`src/rtl/ucie_csr_pkg.sv`:
```
// Shared definitions for the UCIe AHB CSR block: register offsets, version word,
// AHB response encodings and the slave FSM state type.
package ucie_csr_pkg;

  localparam logic [7:0] OFF_CTRL      = 8'h00;
  localparam logic [7:0] OFF_TXRX_MODE = 8'h04;
  localparam logic [7:0] OFF_PULSE     = 8'h08;
  localparam logic [7:0] OFF_IG_WDATA  = 8'h0C;
  localparam logic [7:0] OFF_EG_RDATA  = 8'h10;
  localparam logic [7:0] OFF_STATUS    = 8'h14;
  localparam logic [7:0] OFF_STICKY    = 8'h18;
  localparam logic [7:0] OFF_IRQ_EN    = 8'h1C;
  localparam logic [7:0] OFF_VERSION   = 8'h20;
  localparam logic [7:0] OFF_TS        = 8'h24;
  localparam logic [7:0] OFF_TS_CLR    = 8'h28;

  localparam logic [31:0] CSR_VERSION = 32'h0002_0000;

  localparam logic [1:0] HRESP_OKAY  = 2'b00;
  localparam logic [1:0] HRESP_ERROR = 2'b01;

  typedef enum logic [2:0] {
    IDLE,
    WRITE,
    RD_WAIT,
    RD_DATA,
    ERR1,
    ERR2
  } state_t;

  // Word offset used for decode: only address bits [7:2] are significant.
  function automatic logic [7:0] word_off(input logic [7:0] addr);
    return {addr[7:2], 2'b00};
  endfunction

endpackage

```
`src/rtl/ucie_csr_sticky.sv`:
```
// Per-channel overflow sticky latches: rising-edge set, write-one-to-clear,
// with a coincident set taking priority over the clear.
module ucie_csr_sticky #(
  parameter int NUM_CH = 2
) (
  input  logic              clk,
  input  logic              rst,
  input  logic [NUM_CH-1:0] ovf,
  input  logic [NUM_CH-1:0] w1c,
  output logic [NUM_CH-1:0] sticky
);

  logic [NUM_CH-1:0] ovf_q;

  always_ff @(posedge clk or posedge rst) begin
    if (rst) begin
      ovf_q  <= '0;
      sticky <= '0;
    end else begin
      ovf_q  <= ovf;
      sticky <= (sticky & ~w1c) | (ovf & ~ovf_q);
    end
  end

endmodule

```
`src/rtl/ucie_ahb_csr_mc.sv`:
```
// AHB-slave CSR block for UCIe multi-channel control/status. Defining
// UCIE_CSR_TIMESTAMP_EN adds a free-running timestamp at 0x24 and its clear at 0x28.
module ucie_ahb_csr_mc
  import ucie_csr_pkg::*;
#(
  parameter int AWIDTH = 32,
  parameter int DWIDTH = 32,
  parameter int NUM_CH = 2
) (
  input  logic                i_hclk,
  input  logic                i_hreset,
  input  logic [AWIDTH-1:0]   i_haddr,
  input  logic                i_hwrite,
  input  logic                i_hsel,
  input  logic [DWIDTH-1:0]   i_hwdata,
  input  logic [1:0]          i_htrans,
  input  logic [2:0]          i_hsize,
  input  logic [2:0]          i_hburst,
  input  logic                i_hreadyin,
  output logic                o_hready,
  output logic [DWIDTH-1:0]   o_hrdata,
  output logic [1:0]          o_hresp,
  output logic [2*NUM_CH-1:0] o_txrx_mode,
  output logic [NUM_CH-1:0]   o_ch_en,
  output logic [NUM_CH-1:0]   o_rxfifo_clr,
  output logic [31:0]         o_ig_wdata,
  output logic                o_ig_wdata_upd,
  input  logic [31:0]         i_eg_rdata,
  output logic                o_eg_rdata_upd,
  input  logic [4*NUM_CH-1:0] i_ch_status,
  output logic                o_irq
);

  state_t              state, state_n;
  logic [7:0]          off, addr_q;
  logic                ready_st, accept;
  logic                mapped, readable, writable, dec_err;
  logic [NUM_CH-1:0]   ch_en, irq_en, rxfifo_clr, sticky, w1c, ovf;
  logic [2*NUM_CH-1:0] txrx_mode;
  logic [31:0]         ig_wdata, rdata, rd_mux;
  logic                ig_upd, eg_upd, irq;
  logic                unused_bits;

  assign unused_bits = ^{i_haddr, i_hburst, i_htrans[0]};

  assign off      = word_off(i_haddr[7:0]);
  assign ready_st = (state != RD_WAIT) && (state != ERR1);
  assign accept   = ready_st & i_hsel & i_hreadyin & i_htrans[1];

  // Address-phase decode: errors are resolved before any state is touched.
  always_comb begin
    mapped   = 1'b1;
    readable = 1'b1;
    writable = 1'b1;
    case (off)
      OFF_CTRL, OFF_TXRX_MODE, OFF_IG_WDATA, OFF_STICKY, OFF_IRQ_EN: ;
      OFF_PULSE: readable = 1'b0;
      OFF_EG_RDATA, OFF_STATUS, OFF_VERSION: writable = 1'b0;
`ifdef UCIE_CSR_TIMESTAMP_EN
      OFF_TS:     writable = 1'b0;
      OFF_TS_CLR: readable = 1'b0;
`endif
      default: mapped = 1'b0;
    endcase
    dec_err = !mapped || (i_hsize != 3'b010) || (i_hwrite ? !writable : !readable);
  end

  always_ff @(posedge i_hclk or posedge i_hreset) begin
    if (i_hreset) state <= IDLE;
    else          state <= state_n;
  end

  always_comb begin
    state_n  = state;
    o_hready = 1'b1;
    o_hresp  = HRESP_OKAY;
    case (state)
      RD_WAIT: begin
        state_n  = RD_DATA;
        o_hready = 1'b0;
      end
      ERR1: begin
        state_n  = ERR2;
        o_hready = 1'b0;
        o_hresp  = HRESP_ERROR;
      end
      default: begin
        if (state == ERR2) o_hresp = HRESP_ERROR;
        if (accept)        state_n = dec_err ? ERR1 : (i_hwrite ? WRITE : RD_WAIT);
        else               state_n = IDLE;
      end
    endcase
  end

  always_ff @(posedge i_hclk or posedge i_hreset) begin
    if (i_hreset)    addr_q <= '0;
    else if (accept) addr_q <= off;
  end

  always_comb begin
    ovf = '0;
    for (int c = 0; c < NUM_CH; c++) ovf[c] = i_ch_status[4*c+3];
  end

  assign w1c = (state == WRITE && addr_q == OFF_STICKY) ? i_hwdata[NUM_CH-1:0] : '0;

  ucie_csr_sticky #(.NUM_CH(NUM_CH)) u_sticky (
    .clk    (i_hclk),
    .rst    (i_hreset),
    .ovf    (ovf),
    .w1c    (w1c),
    .sticky (sticky)
  );

`ifdef UCIE_CSR_TIMESTAMP_EN
  logic [31:0] ts;

  always_ff @(posedge i_hclk or posedge i_hreset) begin
    if (i_hreset)
      ts <= '0;
    else if (state == WRITE && addr_q == OFF_TS_CLR && i_hwdata[0])
      ts <= '0;
    else
      ts <= ts + 32'd1;
  end
`endif

  always_comb begin
    rd_mux = '0;
    case (addr_q)
      OFF_CTRL:      rd_mux = 32'(ch_en);
      OFF_TXRX_MODE: rd_mux = 32'(txrx_mode);
      OFF_IG_WDATA:  rd_mux = ig_wdata;
      OFF_EG_RDATA:  rd_mux = i_eg_rdata;
      OFF_STATUS:    rd_mux = 32'(i_ch_status);
      OFF_STICKY:    rd_mux = 32'(sticky);
      OFF_IRQ_EN:    rd_mux = 32'(irq_en);
      OFF_VERSION:   rd_mux = CSR_VERSION;
`ifdef UCIE_CSR_TIMESTAMP_EN
      OFF_TS:        rd_mux = ts;
`endif
      default:       rd_mux = '0;
    endcase
  end

  // Writes commit on the data-phase edge; pulses appear the following cycle.
  always_ff @(posedge i_hclk or posedge i_hreset) begin
    if (i_hreset) begin
      ch_en      <= '0;
      txrx_mode  <= '0;
      irq_en     <= '0;
      rxfifo_clr <= '0;
      ig_wdata   <= '0;
      ig_upd     <= 1'b0;
      eg_upd     <= 1'b0;
      rdata      <= '0;
      irq        <= 1'b0;
    end else begin
      rxfifo_clr <= '0;
      ig_upd     <= 1'b0;
      eg_upd     <= 1'b0;
      irq        <= |(sticky & irq_en);
      if (state == WRITE) begin
        case (addr_q)
          OFF_CTRL:      ch_en      <= i_hwdata[NUM_CH-1:0];
          OFF_TXRX_MODE: txrx_mode  <= i_hwdata[2*NUM_CH-1:0];
          OFF_PULSE:     rxfifo_clr <= i_hwdata[NUM_CH-1:0];
          OFF_IG_WDATA: begin
            ig_wdata <= i_hwdata[31:0];
            ig_upd   <= 1'b1;
          end
          OFF_IRQ_EN:    irq_en     <= i_hwdata[NUM_CH-1:0];
          default: ;
        endcase
      end
      if (state == RD_WAIT) begin
        rdata  <= rd_mux;
        eg_upd <= (addr_q == OFF_EG_RDATA);
      end
    end
  end

  assign o_hrdata       = DWIDTH'(rdata);
  assign o_ch_en        = ch_en;
  assign o_txrx_mode    = txrx_mode;
  assign o_rxfifo_clr   = rxfifo_clr;
  assign o_ig_wdata     = ig_wdata;
  assign o_ig_wdata_upd = ig_upd;
  assign o_eg_rdata_upd = eg_upd;
  assign o_irq          = irq;

endmodule

```
`config.mk`:
```
export PLATFORM = sky130hd
export DESIGN_NAME = ucie_ahb_csr_mc
export DESIGN_NICKNAME = d
export VERILOG_FILES = /design/src/rtl/ucie_csr_pkg.sv /design/src/rtl/ucie_csr_sticky.sv /design/src/rtl/ucie_ahb_csr_mc.sv
export SDC_FILE = /design/constraint.sdc
export NUM_CORES = 1
export LEC_CHECK = 0
export CAP_MARGIN = 20
export CELL_PAD_IN_SITES_DETAIL_PLACEMENT = 0
export CELL_PAD_IN_SITES_GLOBAL_PLACEMENT = 1
export CORE_ASPECT_RATIO = 0.75
export CORE_MARGIN = 3
export CORE_UTILIZATION = 33
export CTS_CLUSTER_DIAMETER = 150
export DETAILED_ROUTE_END_ITERATION = 10
export GPL_TIMING_DRIVEN = 0
export PLACE_DENSITY = 0.81
export SYNTH_ARGS = -nofsm -noshare
export SYNTH_HDL_FRONTEND = slang
export SYNTH_SLANG_ARGS = --single-unit
```
`constraint.sdc`:
```
create_clock -name i_hclk -period 4.8 [get_ports i_hclk]
set_clock_uncertainty 0.2 [all_clocks]
set_input_delay 0.72 -clock i_hclk [delete_from_list [all_inputs] [get_ports i_hclk]]
set_output_delay 0.72 -clock i_hclk [all_outputs]
set_load 0.005 [all_outputs]
```
==> After elaboration in Yosys (flattened, before gate mapping) <==
Cells that the tools add are included.
{ "totals": {"rom_bits": 0, "mem_count": 0, "latchBits": 0, "wordCells": 76, "ff_bits": 90, "out_inout_bits": 78, "ramBits": 0} }
{ "classes": {"eq_ne": 23, "div": 0, "multipliers": 0, "reduce_logical": 15, "shifts": 0, "order_cmp": 0, "mux": 16, "bitwise_logic": 9, "add_sub_neg": 0} }
{ "ops": {"columns": ["operator", "n"], "rows": [
  ["one-hot mux 32 bit (8 select lines)", 1],
  ["equality test 6 x 3 -> 1 bit (second input constant)", 8],
  ["equality test 6 x 2 -> 1 bit (second input constant)", 4],
  ["zero test 8 bit", 2],
  ["equality test 6 x 1 -> 1 bit (second input constant)", 2],
  ["equality test 6 x 4 -> 1 bit (second input constant)", 2],
  ["OR reduction 9 bit", 1],
  ["2-to-1 mux 2 bit", 4],
  ["AND reduction 2 bit", 4],
  ["2-to-1 mux 1 bit", 7],
  ["AND 2 bit", 3],
  ["equality test 3 bit (second input constant)", 2],
  ["2-to-1 mux 3 bit", 2],
  ["!= test 3 x 2 -> 1 bit (second input constant)", 2],
  ["one-hot mux 3 bit (2 select lines)", 1],
  ["inverter 2 bit", 2],
  ["OR reduction 2 bit", 2],
  ["AND 1 bit", 3],
  ["equality test 3 x 1 -> 1 bit (second input constant)", 1],
  ["equality test 3 x 2 -> 1 bit (second input constant)", 1],
  ["!= test 3 bit (second input constant)", 1],
  ["OR reduction 3 bit", 1],
  ["logical AND 1 bit", 2],
  ["logical OR 1 bit", 2],
  ["other kinds (3)", 3]
]} }

==> Longest topological paths before layout <==
{ "depth": {"ltp_word": 9, "ltp_mapped": 7} }

==> Hierarchy <==
Synthesis repeated with hierarchy kept, for this count alone.
{ "hier_totals": {"cells_unflattened": 330, "area_unflattened_um2": 4097.7} }
{ "by_module_without_submodules": {"columns": ["module", "cells_each", "seq_area_each_um2", "area_per_inst_um2", "n_inst"], "rows": [
  ["ucie_ahb_csr_mc", 319, 2152.1, 3953.8, 1],
  ["ucie_csr_sticky", 11, 100.1, 143.9, 1]
]} }

==> Worst setup path before layout <==
No wires, ideal clock.
{ "synth_timing": {"path_type": "input-to-reg", "start": "in i_haddr[6]", "end": "reg state[2]", "setup_slack_ns": 2.689, "n_path_buf": 0, "arrival_time_ns": 1.758, "path_stages": 3, "cell_sequence": "or4b_1 > a2111oi_2 > o22ai_1"} }
{ "synth_via": {"elab_chain_cells": 9, "word_cells_on_any_way": 19, "cone_classes": "eq/ne: 8; mux: 5; reduce/logical: 6"} }
{ "synth_rtl": {"columns": ["item", "line_no", "rtl"], "rows": [
  ["start, declared", "ucie_ahb_csr_mc.sv:12", "input logic [AWIDTH-1:0] i_haddr,"],
  ["equality test 6 x 2 -> 1 bit, or another cell as far along", "ucie_ahb_csr_mc.sv:55", "case (off)"],
  ["OR reduction 9 bit (no line)", null, null],
  ["2-to-1 mux 1 bit", "ucie_ahb_csr_mc.sv:55", null],
  ["zero test 1 bit", "ucie_ahb_csr_mc.sv:65", "dec_err = !mapped || (i_hsize != 3'b010) || (i_hwrite ? !writable : !readable);"],
  ["logical OR 1 bit", "ucie_ahb_csr_mc.sv:65", null],
  ["logical OR 1 bit *", "ucie_ahb_csr_mc.sv:65", null],
  ["2-to-1 mux 3 bit * (2 in a row)", "ucie_ahb_csr_mc.sv:89", "if (accept) state_n = dec_err ? ERR1 : (i_hwrite ? WRITE : RD_WAIT);"],
  ["one-hot mux 3 bit (2 select lines) *", "ucie_ahb_csr_mc.sv:77", "case (state)"],
  ["via state_n[2]", "ucie_ahb_csr_mc.sv:34", "state_t state, state_n;"],
  ["end signal, assigned", "ucie_ahb_csr_mc.sv:70", "else state <= state_n;"],
  ["end, declared", "ucie_ahb_csr_mc.sv:34", null]
]} }
Mark *: on every way through the listed nets, which the timed path passes. The rest lies on a longest branch.
A chain may end at the register's enable or synchronous reset.

==> Worst setup path after layout <==
{ "layout_timing": {"start": "reg state[1]", "end": "out o_hready"} }
{ "layout_via": {"elab_chain_cells": 3, "word_cells_on_any_way": 4, "cone_classes": "eq/ne: 2; mux: 1; reduce/logical: 1"} }
{ "layout_rtl": {"columns": ["item", "line_no", "rtl"], "rows": [
  ["equality test 3 x 2 -> 1 bit or equality test 3 bit (tied branches)", "ucie_ahb_csr_mc.sv:77", null],
  ["OR reduction 2 bit (no line) *", null, null],
  ["2-to-1 mux 1 bit *", "ucie_ahb_csr_mc.sv:77", null],
  ["end, declared", "ucie_ahb_csr_mc.sv:20", "output logic o_hready,"]
]} }
Every way passes the cells marked *; elsewhere a longest branch is shown, timed or not.

==> flow_metrics.env <==
export IMPL_drive_gt1_share_pct=13.31
export IMPL_timing_rr_end="o_txrx_mode[3]"
export IMPL_slew_violations=0
export IMPL_relSlewSlack_pct=51.26
export IMPL_antennaDiodeCount=0
export IMPL_cts_hold_buf=0
export IMPL_avgSynthCellArea_sq_um=12.27
export IMPL_tightestPinTransition_ps=731.1
export IMPL_yosys_area_top_type="dfrtp_1"
export IMPL_setup_viol=0
export IMPL_rsz0062_at_grt="no"
export IMPL_min_path_cells=2
export IMPL_cts_sinks=90
export IMPL_viasPerCell=4.903
export IMPL_h_tree_depth=3
export IMPL_nFillCells=1055
export IMPL_overflow=0
export IMPL_grt_total_usage_pct=17.88
export IMPL_start_util_pct=34.44
export IMPL_gp_congestion=0.7384
export IMPL_cap_violations=0
export IMPL_cts_resized=0
export IMPL_powerDensity_nw_per_um2=446.7
export IMPL_ys_types=49
export IMPL_required_ps=3880
export IMPL_async_flop_share_pct=100.0
export IMPL_fmax_ghz=0.3919
export IMPL_p_sw_share_pct=28.87
export IMPL_hp_start="o_hrdata[15]"
export IMPL_syn_inst=332
export IMPL_hpwl_um=8996
export IMPL_drt_first_pass_iters=4
export IMPL_drc=0
export IMPL_drtIter0Drc=146
export IMPL_seqPwrFrac_pct=41.7
export IMPL_fin_crit_ps=2552
export IMPL_clk_pin_slew_worst_paths_ps=60
export IMPL_dieArea_sq_um=13720
export IMPL_crit_arrival_ps=1630
export IMPL_power_switching_mw=0.8009
export IMPL_p_leak_nw=2.716
export IMPL_grt_max_degree=60
export IMPL_synthToLayoutAreaGrowth_pct=52.47
export IMPL_netlist_area_sq_um=4073
export IMPL_fin_util_pct=52.51
export IMPL_cts_buffer_depth=2
export IMPL_ioPinCount=195
export IMPL_hold_class="reg -> reg"
export IMPL_ys_dominant_reg_cell="dfrtp_1"
export IMPL_holdWs_ps=286.1
export IMPL_cts_tree="yes"
export IMPL_layout_common_cells="clkdlybuf4s50_1, dfrtp_1, nand2_1, o21ai_1"
export IMPL_ff2ff_setup_slack_ps=2580
export IMPL_cp_start_kind="register"
export IMPL_nNetsFinal=624
export IMPL_comb_power_share_pct=34.8
export IMPL_hold_end="o_hrdata[15]"
export IMPL_vias=3300
export IMPL_synth_edf_count=0
export IMPL_cts_buffers=9
export IMPL_chipWidth_um=134.3
export IMPL_final_common_cell="clkdlybuf4s50_1"
export IMPL_rows=34
export IMPL_wirelength_um=11830
export IMPL_period_share_pct=53.16
export IMPL_syn_nets=449
export IMPL_vdd_drop_max_mv=0.2223
export IMPL_post_cts_buffers=0
export IMPL_die_h_um=102.2
export IMPL_synthTopCellsByArea="dfrtp_1, mux2_4, a22oi_1"
export IMPL_hold_viol_final=0
export IMPL_wl_per_cell_um=17.58
export IMPL_synth_seq_cells=90
export IMPL_r2r_start="addr_q[3]"
export IMPL_p_clk_share_pct=23.4
export IMPL_coreArea_sq_um=11830
export IMPL_port_buffers=163
export IMPL_grt_pass1_wl_um=19150
export IMPL_status="finished, final reports clean"
export IMPL_insertion_delay_ps=330
export IMPL_cp_end_kind="primary output"
export IMPL_root_buffer="clkbuf_16"
export IMPL_crit_type="reg -> out"
export IMPL_yosys_warnings=0
export IMPL_antenna_found_initial=0
export IMPL_worstPathMaxFanout=4
export IMPL_synth_top_area_share_pct=55.30
export IMPL_internal_power_mw=1.973
export IMPL_ant_nets=0
export IMPL_yosysSeqAreaShare_pct=55.30
export IMPL_grt_pass1_vias=3528
export IMPL_fin_setup_tns_ps=0
export IMPL_ff2ff_path_depth=5
cell type report:
cell class,instances,area (sq um),share of cell area (%)
Multi-Input combinational cell,212,1673,26.94
Clock inverter,2,12.51,0.2015
Timing Repair Buffer,164,1659,26.72
Tap cell,162,202.7,3.264
Buffer,22,117.6,1.894
Inverter,8,32.53,0.5239
Sequential cell,90,2252,36.27
Clock buffer,13,260.3,4.191
sequential cells by signal, summed over array words and instances (netlist names):
signal and flops:
o_ig_wdata 32, o_ch_en 2, o_irq 1, u_sticky.sticky 2
addr_q 6, o_ig_wdata_upd 1, o_rxfifo_clr 2, o_eg_rdata_upd 1
irq_en 2, o_hrdata 32, o_txrx_mode 4, u_sticky.ovf_q 2
state 3
through the flow:
step	std cells	area [sq um]	setup WS, ps	power, mW
4_1_cts	673	6210	2238	2.807
6_report	673	6210	2248	2.774
3_5_place_dp	658	5937	2102	2.140
5_1_grt	673	6210	2119	2.937
3_3_place_gp	657	5907	111.7	2.111
2_1_floorplan	332	4073	1545	1.565
layer usage:
metal	GRT usage, %	part of all wire [%]	up-vias
li1	-	-	1546
met1	23.94	45	1613
met2	27.92	45	127
met3	6.447	8.0	14
met4	4.538	1.3	0
met5	0	0	-
synthesized netlist by cell type (2+ instances only):
library cell  count
mux2_4           29
o21ai_1          31
nor2_1            8
buf_6             3
and2_1            4
nor3b_1           2
mux2i_1           5
a22oi_1          29
a32oi_1           2
or4b_1            2
mux2_2            7
nor4_1            2
nor2b_1           2
nand2_1          37
clkbuf_1         11
mux2_1           13
nand3b_1          2
inv_1             7
buf_2             7
a21o_1            2
o21ai_0           5
a22o_1            3
and3b_1           2
dfrtp_1          90
nand2b_1          3
power groups by stage:
| stage | Combinational (mW) | Sequential, mW | Clock (mW) |
|---|---|---|---|
| 2_1_floorplan | 0.427 | 1.14 | 0 |
| 3_3_place_gp | 0.956 | 1.15 | 0 |
| 3_5_place_dp | 0.973 | 1.17 | 0 |
| 4_1_cts | 0.978 | 1.16 | 0.673 |
| 5_1_grt | 1.05 | 1.19 | 0.695 |
| 6_report | 0.967 | 1.16 | 0.650 |
worst max-delay path, stage by stage, from the launching register on:
cell and delay [ps]:
dfrtp_1 420, xnor2_1 240, nor2_1 90, inv_1 60
clkdlybuf4s50_1 500
logic make-up after synthesis:
logic type	Yosys count	synth area share (%)
other cells	1	0.09208
xor+xnor	1	0.2151
simple gates	74	9.616
mux	55	18.00
flops	90	55.30
buf+inv	30	3.625
compound gates	81	13.15
how the worst max path moves through the flow:
| stage | startpoint | endpoint | slack, ps | depth (start not counted) |
|---|---|---|---|---|
| finish | state[1] | o_hready | 2250 | 4 |
| global route | state[1] | o_hready | 2120 | 4 |
| CTS | state[1] | o_hready | 2240 | 4 |
| detailed placement | i_haddr[6] | state[2] | 2100 | 4 |
| global placement | i_hreset | o_ig_wdata[5] | 110 | 2 |
| floorplan | i_hreset | addr_q[2] | 1540 | 1 |
No activity file was read; power rests on OpenSTA's default activity.
==> variant 1: new RTL, config.mk and constraints unchanged <==
The option `UCIE_CSR_TIMESTAMP_EN` is turned on by a define.
--- a/src/rtl/ucie_ahb_csr_mc.sv
+++ b/src/rtl/ucie_ahb_csr_mc.sv
@@ -1,5 +1,7 @@
 // AHB-slave CSR block for UCIe multi-channel control/status. Defining
 // UCIE_CSR_TIMESTAMP_EN adds a free-running timestamp at 0x24 and its clear at 0x28.
+`define UCIE_CSR_TIMESTAMP_EN
+
 module ucie_ahb_csr_mc
   import ucie_csr_pkg::*;
 #(
Formal check against the unedited RTL: not equivalent (Yosys sat finds a counterexample within 4 cycles, from zero or initial values and one cycle with i_hreset high).
==> variant 1 against the unedited design <==
Critical path depth up 2; area after synthesis up 40%; sequential share of layout area up 0.49 points; highest routed layer unchanged; final area up 34%; setup slack worse by 0.31 ns; total power up 47%; clock power up 120%; largest power group unchanged; sequential cell count up 32; wire length up 51%; utilization down 3.4 points.
==> variant 1: results (changes against the unedited design) <==
metric;value;unit;change
Crit path max-delay family;simple AND/OR/NAND/NOR gates;;
post-DP HPWL;13.0;mm;+45%
H-tree levels;4;;+1
Synth cell types;62;;+27%
syn_nets;629;;+40%
pin count of the biggest net entering global routing;72;;+20%
global-route wire length before repair;28.5;mm;+49%
drt total wl;17.9;mm;+51%
All-Layer GR Usage;0.194;;+0.0149
Iteration-0 DRC Markers;433;;+200%
VDD IR-drop max;0.184;mV;-17%
Worst R2R Setup Slack;1.94;ns;-0.64 ns
latest clock arrival within the worst-skew pair;0.42;ns;+0.09 ns
Synth Area in Compound Gates;0.145;;+0.0137
Placer Congestion;0.824;;+12%
total CTS buffers;17;;+8
register area share after synthesis;0.534;;-0.0194
Fill cells;1538;;+46%
DR vias/cell;5.42;;+10%
vias in the first global route;5158;;+46%
Min-Delay Startpoint;u_sticky.ovf_q[0];;
WP data arrival;2.98;ns;+1.35 ns
Critical Path Slowest Stage Cell;nor4b_1;;
status;finished clean;;
Mean Syn Cell Area;11.2;µm²;-8.7%
switching fraction of total power;0.282;;-0.00698
top cells by area, synth;dfrtp_1 (53%), mux2_2 (9.2%), a222oi_1 (5.1%), o21ai_0 (3.1%), nand2_1 (2.9%);;
WHS;0.219;ns;-0.0666 ns
top cells by count, synth;dfrtp_1 (122), mux2_2 (47), nand2_1 (44), o21ai_0 (35), a222oi_1 (29);;
-- variant 1: changes by cell type in the layout (fill, tap and decap cells not counted), sizes merged, moves of 14 or more --
cell	unedited run	this run
a21oi	0	19
dfrtp	90	122
a222oi	0	29
a22oi	29	1
clkbuf	24	45
nand3	1	20
or4	0	14
-- variant 1: layer usage --
layer | track usage | routed length [µm]
met1 | 0.276 | 8460
met5 | 0 | 0
met3 | 0.0555 | 1400
met2 | 0.285 | 7820
met4 | 0.0607 | 216
-- variant 1: path summary, 6_finish.rpt --
kind	to	cells after the start
setup reg to reg	o_hrdata[1]	6
min in group asynchronous	o_ig_wdata[6]	2
max in group asynchronous	o_ig_wdata[15]	3
hold / removal	u_sticky.sticky[0]	1
hold reg to reg	u_sticky.sticky[0]	1
setup / recovery	o_hrdata[1]	6
-- variant 1: power groups by stage --
| stage | clock network [W] | logic (W) | registers, W |
|---|---|---|---|
| final | 0.00140 | 0.00112 | 0.00155 |
| after detailed placement | 0 | 0.00112 | 0.00157 |
| after CTS | 0.00142 | 0.00112 | 0.00155 |
| after floorplan | 0 | 0.000475 | 0.00152 |
| after global placement | 0 | 0.00110 | 0.00155 |
| after global routing | 0.00147 | 0.00122 | 0.00160 |
-- variant 1: cell families (layout without fill, tap and decap cells) --
logic type | count (synthesis) | in the layout
AND/OR/NAND/NOR | 150 | 150
XOR/XNOR | 14 | 14
AO/OA/AOI/OAI | 116 | 116
buffers and inverters | 53 | 250
other | 1 | 1
flip-flops | 122 | 122
adder cells (fa/ha/maj) | 1 | 1
multiplexers | 54 | 54
-- variant 1: cell type report --
type | count | area, µm² | share of cell area
Sequential cell | 122 | 3050 | 0.368
Inverter | 17 | 68.8 | 0.00829
Tap cell | 215 | 269 | 0.0324
Timing Repair Buffer | 165 | 1670 | 0.201
Clock buffer | 20 | 447 | 0.0538
Buffer | 36 | 161 | 0.0194
Multi-Input combinational cell | 336 | 2440 | 0.294
Clock inverter | 12 | 196 | 0.0237
-- variant 1: through the flow --
| step | util | worst slack (ns) | cell area [µm²] |
|---|---|---|---|
| after global routing | 0.491 | 1.62 | 8310 |
| after global placement | 0.450 | -1.14 | 7620 |
| after detailed placement | 0.452 | 1.99 | 7650 |
| after CTS | 0.490 | 1.94 | 8300 |
| after floorplan | - | 0.637 | 5720 |
| final | 0.491 | 1.94 | 8310 |
==> variant 2: new RTL, same flow settings <==
Without the edit above. Re-encode `state_t` (6 states) as one-hot, 6 bits wide.
--- a/src/rtl/ucie_csr_pkg.sv
+++ b/src/rtl/ucie_csr_pkg.sv
@@ -19,13 +19,13 @@
   localparam logic [1:0] HRESP_OKAY  = 2'b00;
   localparam logic [1:0] HRESP_ERROR = 2'b01;
 
-  typedef enum logic [2:0] {
-    IDLE,
-    WRITE,
-    RD_WAIT,
-    RD_DATA,
-    ERR1,
-    ERR2
+  typedef enum logic [5:0] {
+    IDLE    = 6'b000001,
+    WRITE   = 6'b000010,
+    RD_WAIT = 6'b000100,
+    RD_DATA = 6'b001000,
+    ERR1    = 6'b010000,
+    ERR2    = 6'b100000
   } state_t;
 
   // Word offset used for decode: only address bits [7:2] are significant.
Check against the original RTL: no difference found for any inputs over 10 cycles, from zero or initial values and one cycle with i_hreset high; not proved beyond that.
==> variant 2 against the unedited design <==
Critical endpoint is now o_hresp[0]; non-clock buffer count is 2 higher; largest cell class unchanged; wire length increased by 3.1%; fmax down 10%; first-iteration DRC count rose by 28%; area after synthesis grew 4.4%; sequential cell count up 3; setup slack got worse by 0.28 ns; final area rose by 3.4%; via count is 3.7% higher; sequential share of layout area barely moved.
Power is not compared: it rests on default switching activity, and its combinational part moved more than twofold at a synthesized area within 25%.
==> variant 2: results (changes against the unedited design) <==
metric;value;unit;change
status;finished clean;;
post-layout net count;636;;+1.9%
CP endpoint;o_hresp[0];;
non-filler cells, final;689;;+2.4%
Worst R2R Path Depth;6;;+1
Cell Area, Placed;6120;µm²;+3.1%
area occupied by multi-input gates;1740;µm²;+4.3%
mux cell area share after synthesis;0.163;;-0.0170
top cells by area, synth;dfrtp_1 (54%), mux2_4 (10%), mux2_2 (5.3%), a22oi_1 (4.6%), o21ai_0 (4.2%);;
WHS;0.278;ns;-0.00836 ns
GR Util met3;0.0571;;-0.00741
worst-path fanout max;3;;-1
global-route wire length before repair;19.2;mm;about the same
Fill cells;1110;;+5.2%
Iteration-0 DRC Markers;187;;+28%
met1 WL;5.73;mm;+6.9%
met2 usage;0.253;;-0.0262
crit path from;state[1];;
worst r2r src;state[5];;
DR pass1 iterations;4;;unchanged
adder-cell share of the synthesized area;0;;unchanged
pre-CTS WS;2.20;ns;+0.0941 ns
vias in the first global route;3616;;+2.5%
crit share post-route;0.590;;+0.0588
drt wl/cell;17.7;µm;+0.67%
register area share after synthesis;0.548;;-0.00532
met2 WL post-DR;5.41;mm;+0.65%
WP data arrival;1.91;ns;+0.28 ns
Min-Delay Startpoint;o_hrdata[30];;
syn_nets;461;;+2.7%
Via Count;3423;;+3.7%
top cells by count, synth;dfrtp_1 (92), nand2_1 (36), o21ai_0 (36), mux2_4 (29), a22oi_1 (26);;
share of layout cells above drive strength 1;0.180;;+0.0467
Inst Count DP;674;;+2.4%
worst relative slew slack;0.525;;+0.0121
XOR/XNOR Fraction of Synth Area;0.00412;;+0.00197
port bufs;163;;unchanged
met1 Use GR;0.244;;+0.00502
pin count of the biggest net entering global routing;56;;-6.7%
VDD IR-drop max;0.155;mV;
CP max stage delay;0.52;ns;+0.02 ns
Synth Instances;344;;+3.6%
Worst R2R Setup Slack;2.59;ns;about the same
RR Endpoint;o_hrdata[4];;
routed wl met3;967;µm;+2.4%
All-Layer GR Usage;0.171;;-0.00790
Synth Area in Compound Gates;0.124;;-0.00759
hold path endpoint;o_hrdata[30];;
Hold Crit Class;reg -> reg;;
Critical Path Slowest Stage Cell;or4_1;;
PostCTS Resize Cnt;0;;unchanged
post-DP HPWL;9.30;mm;+3.4%
Placer Congestion;0.793;;+7.4%
## variant 2: cell count changes after synthesis, moves of 4 or more
cell	change
o21ai_0	+31
o21ai_1	-30
mux2_1	-13
mux2_2	+13
and3_1	+6
buf_4	+5
clkbuf_1	-5
mux2i_1	-4
## variant 2: worst max-delay path: cells and delay by family (launching register included)
family / cells / cell delay (ns)
flops: 1 / 0.41
buf+inv: 1 / 0.52
simple gates: 2 / 0.64
## variant 2: power by group
group	switching [W]	internal, W	leakage, nW
clock network	0.000299	0.000416	0.137
registers	0.0000331	0.000815	1.01
logic	0.000119	0.000176	1.66
total	0.000452	0.00141	2.80
## variant 2: layout make-up
| cell class | instances | share of cell area |
|---|---|---|
| inverters | 7 | 0.00448 |
| plain buffers | 24 | 0.0238 |
| clock buffers | 10 | 0.0372 |
| clock inverters | 5 | 0.00955 |
| flip-flops and latches | 93 | 0.363 |
| multi-input cells | 220 | 0.272 |
| repair buffers | 164 | 0.258 |
| well taps | 166 | 0.0323 |
